==> config.mk <==
export PLATFORM = sky130hd
export DESIGN_NAME = pa_sysmap_busif
export DESIGN_NICKNAME = d
export VERILOG_FILES = /design/src/rtl/pa_sysmap_pkg.sv /design/src/rtl/pa_sysmap_busif_dec.sv /design/src/rtl/pa_sysmap_busif.sv
export SDC_FILE = /design/constraint.sdc
export NUM_CORES = 1
export LEC_CHECK = 0
export ABC_AREA = 1
export CAP_MARGIN = 15
export CORE_AREA = 2 2 253 255
export DETAILED_ROUTE_END_ITERATION = 10
export DIE_AREA = 0 0 255 257
export PLACE_DENSITY = 0.38
export SYNTH_ARGS = -nofsm -noshare
export SYNTH_HDL_FRONTEND = slang
export SYNTH_HIERARCHICAL = 1
export SYNTH_SLANG_ARGS = --single-unit
export TNS_END_PERCENT = 50
==> constraint.sdc <==
create_clock -name sysmap_clk -period 6.7 [get_ports sysmap_clk]
set_input_delay 1.34 -clock sysmap_clk [delete_from_list [all_inputs] [get_ports sysmap_clk]]
set_output_delay 1.34 -clock sysmap_clk [all_outputs]
set_load 0.005 [all_outputs]
==> src/rtl/pa_sysmap_pkg.sv <==
// Shared types and address-map constants for the sysmap register-bank bus interface.
package pa_sysmap_pkg;

  localparam int unsigned ADDR_W        = 12;
  localparam int unsigned DATA_W        = 32;
  localparam int unsigned REGION_STRIDE = 8;
  localparam int unsigned FLG_OFFSET    = 4;
  localparam int unsigned MAX_REGION    = 8;

  // Address field positions within the byte offset
  localparam int unsigned IDX_MSB   = 5;
  localparam int unsigned IDX_LSB   = 3;
  localparam int unsigned IDX_W     = IDX_MSB - IDX_LSB + 1;
  localparam int unsigned TYPE_BIT  = 2;
  localparam int unsigned ALIGN_MSB = 1;

  typedef enum logic [1:0] {
    IDLE = 2'b00,
    EXEC = 2'b01,
    RESP = 2'b10
  } sysmap_state_t;

  typedef struct packed {
    logic              write;
    logic [ADDR_W-1:0] addr;
    logic [DATA_W-1:0] wdata;
  } sysmap_req_t;

endpackage

==> src/rtl/pa_sysmap_busif_dec.sv <==
// Decodes a captured byte offset into region one-hot, flag/base select and legality.
module pa_sysmap_busif_dec
  import pa_sysmap_pkg::*;
#(
  parameter int unsigned REGION_NUM = 8
) (
  input  logic [ADDR_W-1:0]     addr,
  output logic [REGION_NUM-1:0] region_onehot,
  output logic                  flg_sel,
  output logic                  legal
);

  logic             fmt_ok;
  logic [IDX_W-1:0] idx;

  // One-hot is empty for any malformed or out-of-range offset, so legal is just its OR
  always_comb begin
    idx           = addr[IDX_MSB:IDX_LSB];
    flg_sel       = addr[TYPE_BIT];
    fmt_ok        = (addr[ALIGN_MSB:0] == '0) && (addr[ADDR_W-1:IDX_MSB+1] == '0);
    region_onehot = '0;
    for (int unsigned i = 0; i < REGION_NUM; i++) begin
      region_onehot[i] = fmt_ok && (idx == IDX_W'(i));
    end
    legal = |region_onehot;
  end

endmodule

==> src/rtl/pa_sysmap_busif.sv <==
// Bus-side writer/reader for the sysmap region register bank: decodes single-word
// transfers into per-region update strobes and returns the selected register value.
module pa_sysmap_busif
  import pa_sysmap_pkg::*;
#(
  parameter int unsigned REGION_NUM = 8
) (
  input  logic                     sysmap_clk,
  input  logic                     cpurst_b,
  input  logic                     ifu_sysmap_rst_sample,
  input  logic                     bus_sysmap_sel,
  input  logic                     bus_sysmap_write,
  input  logic [11:0]              bus_sysmap_addr,
  input  logic [31:0]              bus_sysmap_wdata,
  output logic                     sysmap_bus_ready,
  output logic [31:0]              sysmap_bus_rdata,
  output logic                     sysmap_bus_err,
  output logic [REGION_NUM-1:0]    busif_base_addr_x_updt,
  output logic [REGION_NUM-1:0]    busif_flg_x_updt,
  output logic [31:0]              busif_wdata,
  input  logic [32*REGION_NUM-1:0] busif_base_addr_value,
  input  logic [32*REGION_NUM-1:0] busif_flg_value
);

  sysmap_state_t         cur_state;
  sysmap_state_t         nxt_state;
  sysmap_req_t           hold_q;
  logic [REGION_NUM-1:0] dec_onehot;
  logic                  dec_flg;
  logic                  dec_legal;
  logic                  accept;
  logic                  exec_go;
  logic [DATA_W-1:0]     rd_sel;

  pa_sysmap_busif_dec #(
    .REGION_NUM (REGION_NUM)
  ) u_dec (
    .addr          (hold_q.addr),
    .region_onehot (dec_onehot),
    .flg_sel       (dec_flg),
    .legal         (dec_legal)
  );

  // The IFU reset sample owns the registers; the bus neither accepts nor completes under it
  assign accept      = (cur_state == IDLE) && bus_sysmap_sel && !ifu_sysmap_rst_sample;
  assign exec_go     = (cur_state == EXEC) && !ifu_sysmap_rst_sample;
  assign busif_wdata = hold_q.wdata;

  always_ff @(posedge sysmap_clk or negedge cpurst_b) begin
    if (!cpurst_b) begin
      cur_state <= IDLE;
    end else begin
      cur_state <= nxt_state;
    end
  end

  always_comb begin
    nxt_state = cur_state;
    case (cur_state)
      IDLE:    if (accept)  nxt_state = EXEC;
      EXEC:    if (exec_go) nxt_state = RESP;
      RESP:    nxt_state = IDLE;
      default: nxt_state = IDLE;
    endcase
  end

  // Strobes track the live state so an async reset or a sample cycle kills them at once
  always_comb begin
    busif_base_addr_x_updt = '0;
    busif_flg_x_updt       = '0;
    if (exec_go && hold_q.write) begin
      if (dec_flg) busif_flg_x_updt       = dec_onehot;
      else         busif_base_addr_x_updt = dec_onehot;
    end
  end

  always_comb begin
    rd_sel = '0;
    for (int unsigned i = 0; i < REGION_NUM; i++) begin
      if (dec_onehot[i]) begin
        rd_sel = dec_flg ? busif_flg_value[32*i +: 32] : busif_base_addr_value[32*i +: 32];
      end
    end
  end

  always_ff @(posedge sysmap_clk or negedge cpurst_b) begin
    if (!cpurst_b) begin
      hold_q           <= '0;
      sysmap_bus_ready <= 1'b0;
      sysmap_bus_rdata <= '0;
      sysmap_bus_err   <= 1'b0;
    end else begin
      sysmap_bus_ready <= exec_go;
      if (accept) begin
        hold_q.write <= bus_sysmap_write;
        hold_q.addr  <= bus_sysmap_addr;
        hold_q.wdata <= bus_sysmap_wdata;
      end
      if (exec_go) begin
        sysmap_bus_rdata <= (!hold_q.write && dec_legal) ? rd_sel : '0;
        sysmap_bus_err   <= !dec_legal;
      end
    end
  end

endmodule
# Yosys cells after proc, flatten, opt, wreduce, memory -nomap -nowiden
# Index checks and enable logic that the tools add are counted.
totals:
  regBits: 81
  latchBits: 0
  ramBits: 0
  rom_bits: 0
  in_bits: 561
  out_inout_bits: 82
  word_cells: 64
  mem_count: 0
classes:
  add_sub_neg: 0
  n_mul: 0
  n_div: 0
  magnitude_cmp: 0
  n_eq_ne: 10
  shift: 0
  mux: 24
  n_bitwise: 0
  reduce_logical: 23
op_table:
  columns: ["operator", "n"]
  rows:
  - ["$mux 32", 17]
  - ["$mux 8", 4]
  - ["$logic_and 1x1->1", 14]
  - ["$eq 3x3->1 const B", 4]
  - ["$reduce_or 8->1", 1]
  - ["$eq 3x2->1 const B", 2]
  - ["$logic_not 6->1", 1]
  - ["$logic_not 2->1", 2]
  - ["$mux 2", 2]
  - ["$ne 2x2->1 const B", 2]
  - ["$pmux 2 s2", 1]
  - ["$eq 3x1->1 const B", 1]
  - ["$logic_not 1->1", 3]
  - ["$logic_not 3->1", 1]
  - ["$eq 2x1->1 const B", 1]
  - ["$reduce_and 2->1", 1]

# Depth between registers and ports, before layout
logic_depth:
  word_depth: 12
  ltp_mapped: 24
  depth_no_buf: 23

# Hierarchy
# The synthesis kept the hierarchy.
by_module_without_submodules:
  columns: ["mod", "instances", "cells_each", "area_per_inst_um2", "seq_area_each_um2"]
  rows:
  - ["pa_sysmap_busif", 1, 1207, 7795.0, 2026.9]
  - ["pa_sysmap_busif_dec", 1, 36, 151.4, 0.0]

# Worst setup path after synthesis
# OpenSTA, ideal clock, no wires.
synth_path:
  path_kind: "in2out"
  from: "input port ifu_sysmap_rst_sample"
  to: "output port busif_base_addr_x_updt[1]"
  arrival_time_ns: 2.176
  t_required_ns: 5.360
  setup_slack_ns: 3.184
  path_stages: 6
  n_path_buf: 1
  cell_sequence: "inv_1 nand3_1 inv_1 nand2_1 clkbuf_1 nor2_1"
synth_between:
  elab_chain_cells: 4
synth_lines:
  columns: ["item", "line", "source"]
  rows:
  - ["from (decl)", "pa_sysmap_busif.sv:10", "input logic ifu_sysmap_rst_sample,"]
  - ["$logic_not 1->1", "pa_sysmap_busif.sv:46", "assign exec_go = (cur_state == EXEC) && !ifu_sysmap_rst_sample;"]
  - ["$logic_and 1x1->1", "pa_sysmap_busif.sv:46", null]
  - ["named net exec_go", "pa_sysmap_busif.sv:32", "logic exec_go;"]
  - ["$logic_and 1x1->1", "pa_sysmap_busif.sv:71", "if (exec_go && hold_q.write) begin"]
  - ["$mux 8", "pa_sysmap_busif.sv:71", null]
  - ["to (decl)", "pa_sysmap_busif.sv:18", "output logic [REGION_NUM-1:0] busif_base_addr_x_updt,"]
# The timed path passes the listed nets, and every way through them passes these cells.

# Final worst setup path
layout_path:
  from: "input port ifu_sysmap_rst_sample"
  to: "output port busif_base_addr_x_updt[0]"
# Same word-level chain as after synthesis.

==> impl_metrics.tcl <==
set metrics [dict create \
    outcome "finished clean" \
    area_growth_pct 91.8 \
    cts_sinks 81 \
    p_per_area_nw_per_um2 122 \
    slew_violations 0 \
    fmax_mhz 198 \
    gp_congestion 0.842 \
    synthTopCellsByCount "nand2_1, o22a_1, nor2_1, dfrtp_1, mux2_2" \
    cp_max_fo 37 \
    critPathCaptureType "output port" \
    netlist_top_cells_area "nand2_1, dfrtp_1, o22a_1" \
    async_reset_ff_frac 1.00 \
    dpl.cell_count 2635 \
    ys.flop_type "dfrtp_1" \
    dp_hpwl_mm 44.7 \
    start_util 0.127 \
    root_buffer "clkbuf_16" \
    worstPathCellList "clkdlybuf4s50_1, inv_1, nand3_2, buf_4, inv_1, nand2_1, nor3_1, clkdlybuf4s50_1" \
    cts_htree_levels 3 \
    io_pins 643 \
    syn_area_per_cell_sq_um 6.39 \
    grt_pass1_vias 10751 \
    drtIter0Drc 524 \
    cp_slowest_cell "clkdlybuf4s50_1" \
    yosysUniqueCellTypes 23 \
    clk_latency_ns 0.37 \
    min_period_ns 5.06 \
    grt_pass1_wl_mm 75.0 \
    drive_gt1_frac 0.0560 \
    clk_pin_slew_worst_paths_ns 0.07 \
    avgRoutedWirePerCell_microns 20.4 \
    cp_slowest_stage_delay_ns 0.55 \
    wirelength_mm 54.2 \
    power_leakage_uw 0.00679 \
    die_h_microns 257 \
    synth_area_leader_cell "nand2_1" \
    ctsResizeCount 0 \
    ys_warn_count 6 \
    crit_type "in -> out" \
    cts_hold_buf 0 \
    hold_viol 0 \
    place_ws_ns 1.62 \
    fin_util 0.243 \
    die_w_microns 255 \
    cts_setup_buffers 0 \
    synth_top_area_share 0.265 \
    r2r-end "sysmap_bus_rdata[9]$_DFFE_PN0P_" \
    syn_inst 1243 \
    grt_max_degree 48 \
    cp.required_ns 5.36 \
    row_count 92 \
    drcViolationCount 0 \
    max_cap_viol_count 0 \
    synth-edff-count 0 \
    core_area_sq_um 62700 \
    grt_overflow 0 \
    via_per_inst 3.87 \
    rsz0062_at_grt "no" \
    ys_seq_elements 81 \
    total_power_uw 1860 \
    layout.cells.non_filler 2654 \
    ys_seq_area_frac 0.255 \
    num_vias 10276 \
    max_slew_margin 0.377 \
    critical_path_arrival_ns 3.72 \
    synthesis.area_sq_um 7950 \
    worst_pin_slew_ns 0.931 \
    cts_buffer_depth 2 \
    antenna_found_initial 7 \
    finalClockSkew_ns 0.00574 \
    hp-class "reg -> reg" \
    rr_startpoint "hold_q[32]$_DFFE_PN0P_" \
    synthesis.nets 1804 \
    die_area_sq_um 65500 \
    port_buffers 642 \
    worstSetupStartpoint "ifu_sysmap_rst_sample" \
    fin_ws_ns 1.64 \
    antenna_left 0 \
    reg2regPathDepth 22 \
    fin_crit_sh 0.756 \
    synth.most_common_cell "nand2_1" \
    critPathCapture "busif_base_addr_x_updt[0]" \
    drtPass1Iterations 5 \
    grt_use_total 0.158 \
    tritoncts.num_buffers 9 \
    nets 2361 \
    r2r_slack_ns 3.13 \
    setup-tns-final_ns 0 \
    peakVddDrop_mv 0.142 \
    tritoncts "built" \
    setup_viol 0 \
    crit_path_start_kind "input pin" \
]
placed cells by master, fill, tap and decap left out, drive strengths merged, types with 3 or more instances in the layout:
master and count:
o22a 155, diode 3, a22oi 6, nor2 157, nand3 43, clkbuf 9
o22ai 31, inv 42, clkdlybuf4s50 641, buf 20, nand2 567, mux2 45
dfrtp 81
layout make-up:
cell class	count	area, sq um
Clock inverter	7	101
Multi-Input combinational cell	1007	5110
Clock buffer	9	225
Antenna cell	3	7.51
Tap cell	846	1060
Fill cell	7012	47500
Inverter	40	153
Timing Repair Buffer	661	6570
Sequential cell	81	2030
per-stage QoR:
step                      hold slack, ns  area (sq um)
after detailed placement           0.464         14900
after global placement             0.461         14900
after global routing               0.498         15200
after floorplan                    0.472          7950
after CTS                          0.483         15200
final                              0.479         15200
cell families after synthesis:
kind of cell,share of synthesized area
AOI/OAI and AO/OA,0.202
buffers and inverters,0.105
DFF,0.255
muxes,0.0638
and+or+nand+nor,0.375
power breakdown:
part	internal [uW]	switching [uW]	total [uW]	leakage, uW
sequential	568	56.2	624	0.00103
clock	331	238	568	0.000158
combinational	467	200	666	0.00561
total	1370	493	1860	0.00679
how the worst min path moves through the flow:
stage | from | endpoint | cells past startpoint
after floorplan | sysmap_bus_rdata[0]$_DFFE_PN0P_ | sysmap_bus_rdata[0]$_DFFE_PN0P_ | 2
after global placement | sysmap_bus_rdata[10]$_DFFE_PN0P_ | sysmap_bus_rdata[10]$_DFFE_PN0P_ | 2
after detailed placement | sysmap_bus_rdata[24]$_DFFE_PN0P_ | sysmap_bus_rdata[24]$_DFFE_PN0P_ | 2
after CTS | sysmap_bus_rdata[24]$_DFFE_PN0P_ | sysmap_bus_rdata[24]$_DFFE_PN0P_ | 2
after global routing | sysmap_bus_rdata[9]$_DFFE_PN0P_ | sysmap_bus_rdata[9]$_DFFE_PN0P_ | 2
final | sysmap_bus_rdata[29]$_DFFE_PN0P_ | sysmap_bus_rdata[29]$_DFFE_PN0P_ | 2
flip-flops by register name, summed over array words and instances, names as in the netlist:
register,cells
busif_wdata,32
cur_state,2
sysmap_bus_rdata,32
hold_q,13
sysmap_bus_err,1
sysmap_bus_ready,1
critical path, delay by kind of cell:
family	cells	cell delay, ns
buffers and inverters	5	1.45
and+or+nand+nor	3	0.90
layer usage:
layer | share of wire | global-route usage
met4 | 0.014 | 0.0330
met3 | 0.073 | 0.0408
met1 | 0.42 | 0.191
met5 | 0.00076 | 0
met2 | 0.49 | 0.278
No activity file was read; power rests on OpenSTA's default activity.
==> patch 1, RTL diff (same settings) <==
Put one more register stage on the output `sysmap_bus_err`, without a reset. The value now appears one clock later. The other outputs are not delayed to match.
--- a/src/rtl/pa_sysmap_busif.sv
+++ b/src/rtl/pa_sysmap_busif.sv
@@ -22,4 +22,6 @@
   input  logic [32*REGION_NUM-1:0] busif_flg_value
 );
+
+  logic sysmap_bus_err_s0;
 
   sysmap_state_t         cur_state;
@@ -89,5 +91,5 @@
       sysmap_bus_ready <= 1'b0;
       sysmap_bus_rdata <= '0;
-      sysmap_bus_err   <= 1'b0;
+      sysmap_bus_err_s0 <= 1'b0;
     end else begin
       sysmap_bus_ready <= exec_go;
@@ -99,8 +101,12 @@
       if (exec_go) begin
         sysmap_bus_rdata <= (!hold_q.write && dec_legal) ? rd_sel : '0;
-        sysmap_bus_err   <= !dec_legal;
+        sysmap_bus_err_s0 <= !dec_legal;
       end
     end
   end
 
+  always_ff @(posedge sysmap_clk) begin
+    sysmap_bus_err <= sysmap_bus_err_s0;
+  end
+
 endmodule
Function: changed (Yosys sat finds a counterexample within 4 cycles, from zero or initial values and one cycle with cpurst_b low).
==> patch 1 against the unedited design <==
- worst hold slack worse by 0.11 ns
- via count rose by 0.59%
- highest routed layer unchanged
- critical path type unchanged
- combinational power is essentially flat
- worst setup slack lost 0.039 ns
- wire length about the same
- sequential cell count grew 1
- largest cell class unchanged
- critical endpoint unchanged
- die area did not move
- cell area increased by 0.23%
- total power is 0.41% lower
- critical path depth did not move
- synthesized area rose by 0.25%
==> patch 1: results <==
set metrics [dict create \
    outcome "finished clean" \
    r2r_end "sysmap_bus_rdata[1]" \
    grt_pass1_vias 10998 \
    fillCellCount 7053 \
    synthArstFlopShare 0.9878 \
    grt_max_degree 47 \
    ir_drop_mv 0.1709 \
    fin_skew_ns 0.008055 \
    synth.area.top_cells "nand2_1, dfrtp_1, o22a_1" \
    dpl_cell_area_sq_mm 0.01495 \
    buf_share 0.4312 \
    clk_share 0.02088 \
    nFlopsAndLatches 82 \
    worstHoldEndpoint "sysmap_bus_err" \
    n_clock_buffer 10 \
    sh_seq_area 0.1340 \
    nNetsFinal 2365 \
    ys_types 24 \
    postRouteWirelength_mm 54.25 \
    grt_use_met2 0.2772 \
    use_met1 0.1868 \
    routed-wl-met3_mm 4.314 \
    relSlewSlack 0.3867 \
    stdcell_count 2660 \
    n_all_buffers 664 \
    num_antenna_cells 5 \
    rrSetupSlack_ns 3.26 \
    seq_area_frac_synth 0.2569 \
    multi_input_area_sq_mm 0.005101 \
    grtUsageMet3 0.04562 \
    wl_met2_mm 26.40 \
    synth_area_per_cell_sq_um 6.404 \
    post-place-cells 2639 \
    dp_hpwl_mm 44.30 \
    gp_congestion 0.8245 \
    grt_pass1_wl_mm 75.33 \
    antenna_found_initial 8 \
    wl_met1_mm 22.56 \
    dr.first_iter.drc_count 552 \
    internal-power_w 0.001371 \
    drive_gt1_frac 0.05583 \
]
## patch 1: cell types whose count changed in the layout (fill, tap and decap cells not counted), sizes merged
cell,delta
dfxtp,+1
inv,-1
buf,+3
clkbuf,+1
diode,+2
## patch 1: logic make-up after synthesis
logic type             Yosys count  synth area share
DFF                             82            0.2569
muxes                           45           0.06361
AOI/OAI and AO/OA              193            0.2010
and+or+nand+nor                769            0.3741
buffers and inverters          155            0.1043
## patch 1: worst max path at each step
stage | endpoint | slack (ns) | depth (start not counted)
finish | busif_base_addr_x_updt[0] | 1.60 | 8
global route | busif_base_addr_x_updt[0] | 1.45 | 8
CTS | busif_base_addr_x_updt[0] | 1.53 | 8
detailed placement | busif_base_addr_x_updt[0] | 1.53 | 8
global placement | busif_base_addr_x_updt[0] | 1.64 | 8
floorplan | busif_base_addr_x_updt[1] | 3.18 | 6
## patch 1: per-stage QoR
step | worst slack [ns] | hold slack [ns] | util
2_1_floorplan | 3.184 | 0.3475 | -
3_3_place_gp | 1.642 | 0.3534 | 0.2383
3_5_place_dp | 1.532 | 0.3530 | 0.2383
4_1_cts | 1.527 | 0.3692 | 0.2434
5_1_grt | 1.448 | 0.3927 | 0.2435
6_report | 1.598 | 0.3670 | 0.2436
## patch 1: worst max-delay path, stage by stage
cell and delay (ns):
clkdlybuf4s50_1 0.42, inv_1 0.11, nand3_2 0.07, buf_4 0.26, inv_1 0.12, nand2_1 0.45, nor3_1 0.39, clkdlybuf4s50_1 0.56
## patch 1: power by group through the flow
stage               Clock, W  Sequential [W]  Combinational, W
detailed placement         0        0.000641          0.000667
global route        0.000593        0.000644          0.000716
global placement           0        0.000638          0.000666
floorplan                  0        0.000618          0.000243
CTS                 0.000582        0.000633          0.000672
finish              0.000556        0.000631          0.000664
==> patch 2, RTL diff (config.mk and constraints unchanged) <==
Made on the original files. `IDX_MSB`: 5 -> 4.
--- a/src/rtl/pa_sysmap_pkg.sv
+++ b/src/rtl/pa_sysmap_pkg.sv
@@ -9,5 +9,5 @@
 
   // Address field positions within the byte offset
-  localparam int unsigned IDX_MSB   = 5;
+  localparam int unsigned IDX_MSB   = 4;
   localparam int unsigned IDX_LSB   = 3;
   localparam int unsigned IDX_W     = IDX_MSB - IDX_LSB + 1;
Formal check against the unedited RTL: not equivalent (a bounded check fails within 4 cycles, from zero or initial values and one cycle with cpurst_b low).
==> patch 2 against the unedited design <==
- sequential cell count unchanged
- largest power group unchanged
- sequential share of layout area about the same
- count of clock-buffer cells in the layout unchanged
- critical endpoint unchanged
- synthesized cell count down 1.0%
- total power down 3.7%
- wire length up 2.9%
- synthesized area down 0.35%
- highest routed layer unchanged
- worst setup slack better by 0.32 ns
- cell area down 0.18%
==> patch 2: results <==
set metrics [dict create \
    outcome "finished clean" \
    fin_skew_ns 0.01213 \
    cts_buffers 9 \
    vias 10299 \
    nNetsFinal 2350 \
    crit_arrival_ns 3.40 \
    drive_gt1_frac 0.06020 \
    gp_congestion 0.8238 \
    use_met1 0.1868 \
    wl_met2_mm 27.91 \
    grt_use_met2 0.2954 \
    p_sw_w 0.0004940 \
    pre_cts_ws_ns 1.890 \
    grt_util_all_layers 0.1621 \
    synthFlopType "dfrtp_1" \
    hold_path.class "reg -> reg" \
    path_max_fanout 16 \
    power_leakage_nw 6.748 \
    antenna_found_initial 11 \
    grt_max_degree 79 \
    first_pass_iters 5 \
    ys_types 24 \
    syn_nets 1791 \
    synth_common_cells "nand2_1, o22a_1, nor2_1" \
    grt_pass1_vias 11019 \
    crit_path_max_incr_delay_ns 0.56 \
    cts.repair.resized 0 \
    worst-r2r-cell-count 20 \
    wl_met1_mm 22.73 \
    dp_hpwl_mm 45.94 \
    worst_slew_pin_slew_ns 0.8746 \
    synth_area_per_cell_sq_um 6.438 \
    dpl_cell_area_sq_mm 0.01488 \
    grtUsageMet3 0.04683 \
    clock_latency_ns 0.37 \
    dr.first_iter.drc_count 536 \
    routed-wl-met3_mm 4.401 \
    postRouteWirelength_mm 55.76 \
    seq_area_frac_synth 0.2560 \
    stdcell_count 2643 \
    ir_drop_mv 0.1780 \
    synth.area.top_cells "nand2_1, dfrtp_1, o22a_1" \
    grt_pass1_wl_mm 76.64 \
]
## patch 2: cell types whose count changed after synthesis, sizes merged
cell and delta:
nor3 +4, nor2 -5, inv -9, buf +4, nand3 -7
## patch 2: tightest hold or removal path, cell delays in order, from the launching register on
cell and delay (ns):
dfrtp_1 0.34, nand2_1 0.06, nand2_1 0.05
## patch 2: cell families (layout without fill, tap and decap cells)
logic type             count (synthesis)  count (layout)  synth area share
AO/OA/AOI/OAI                        193             193            0.2022
buffers and inverters                150             714            0.1044
flip-flops                            81              81            0.2560
multiplexers                          45              45           0.06399
other                                  0               3                 0
AND/OR/NAND/NOR                      761             761            0.3734
## patch 2: power groups by stage
| stage | clock [W] | sequential, W | combinational [W] |
|---|---|---|---|
| floorplan | 0 | 0.000608 | 0.000238 |
| global placement | 0 | 0.000618 | 0.000671 |
| detailed placement | 0 | 0.000621 | 0.000671 |
| CTS | 0.000539 | 0.000613 | 0.000676 |
| global route | 0.000557 | 0.000624 | 0.000718 |
| finish | 0.000511 | 0.000612 | 0.000668 |
## patch 2: path summary, 6_finish.rpt
kind / end / slack (ns) / start
worst max-delay path: busif_base_addr_x_updt[0] / 1.96 / ifu_sysmap_rst_sample
worst min register to register: sysmap_bus_rdata[16] / 0.48 / sysmap_bus_rdata[16]
worst min-delay path: sysmap_bus_rdata[16] / 0.48 / sysmap_bus_rdata[16]
max in group asynchronous: sysmap_bus_rdata[19] / 4.99 / cpurst_b
worst max register to register: sysmap_bus_rdata[10] / 3.29 / hold_q[40]
min in group asynchronous: busif_wdata[2] / 0.75 / cpurst_b
## patch 2: layout make-up
type,count,area (sq um)
antenna,3,7.507
clock buffer,9,225.2
clock inverter,7,71.32
fill,7059,47520
inverter,31,118.9
multi-input combinational,999,5077
sequential,81,2027
tap,846,1059
timing repair buffer,667,6631
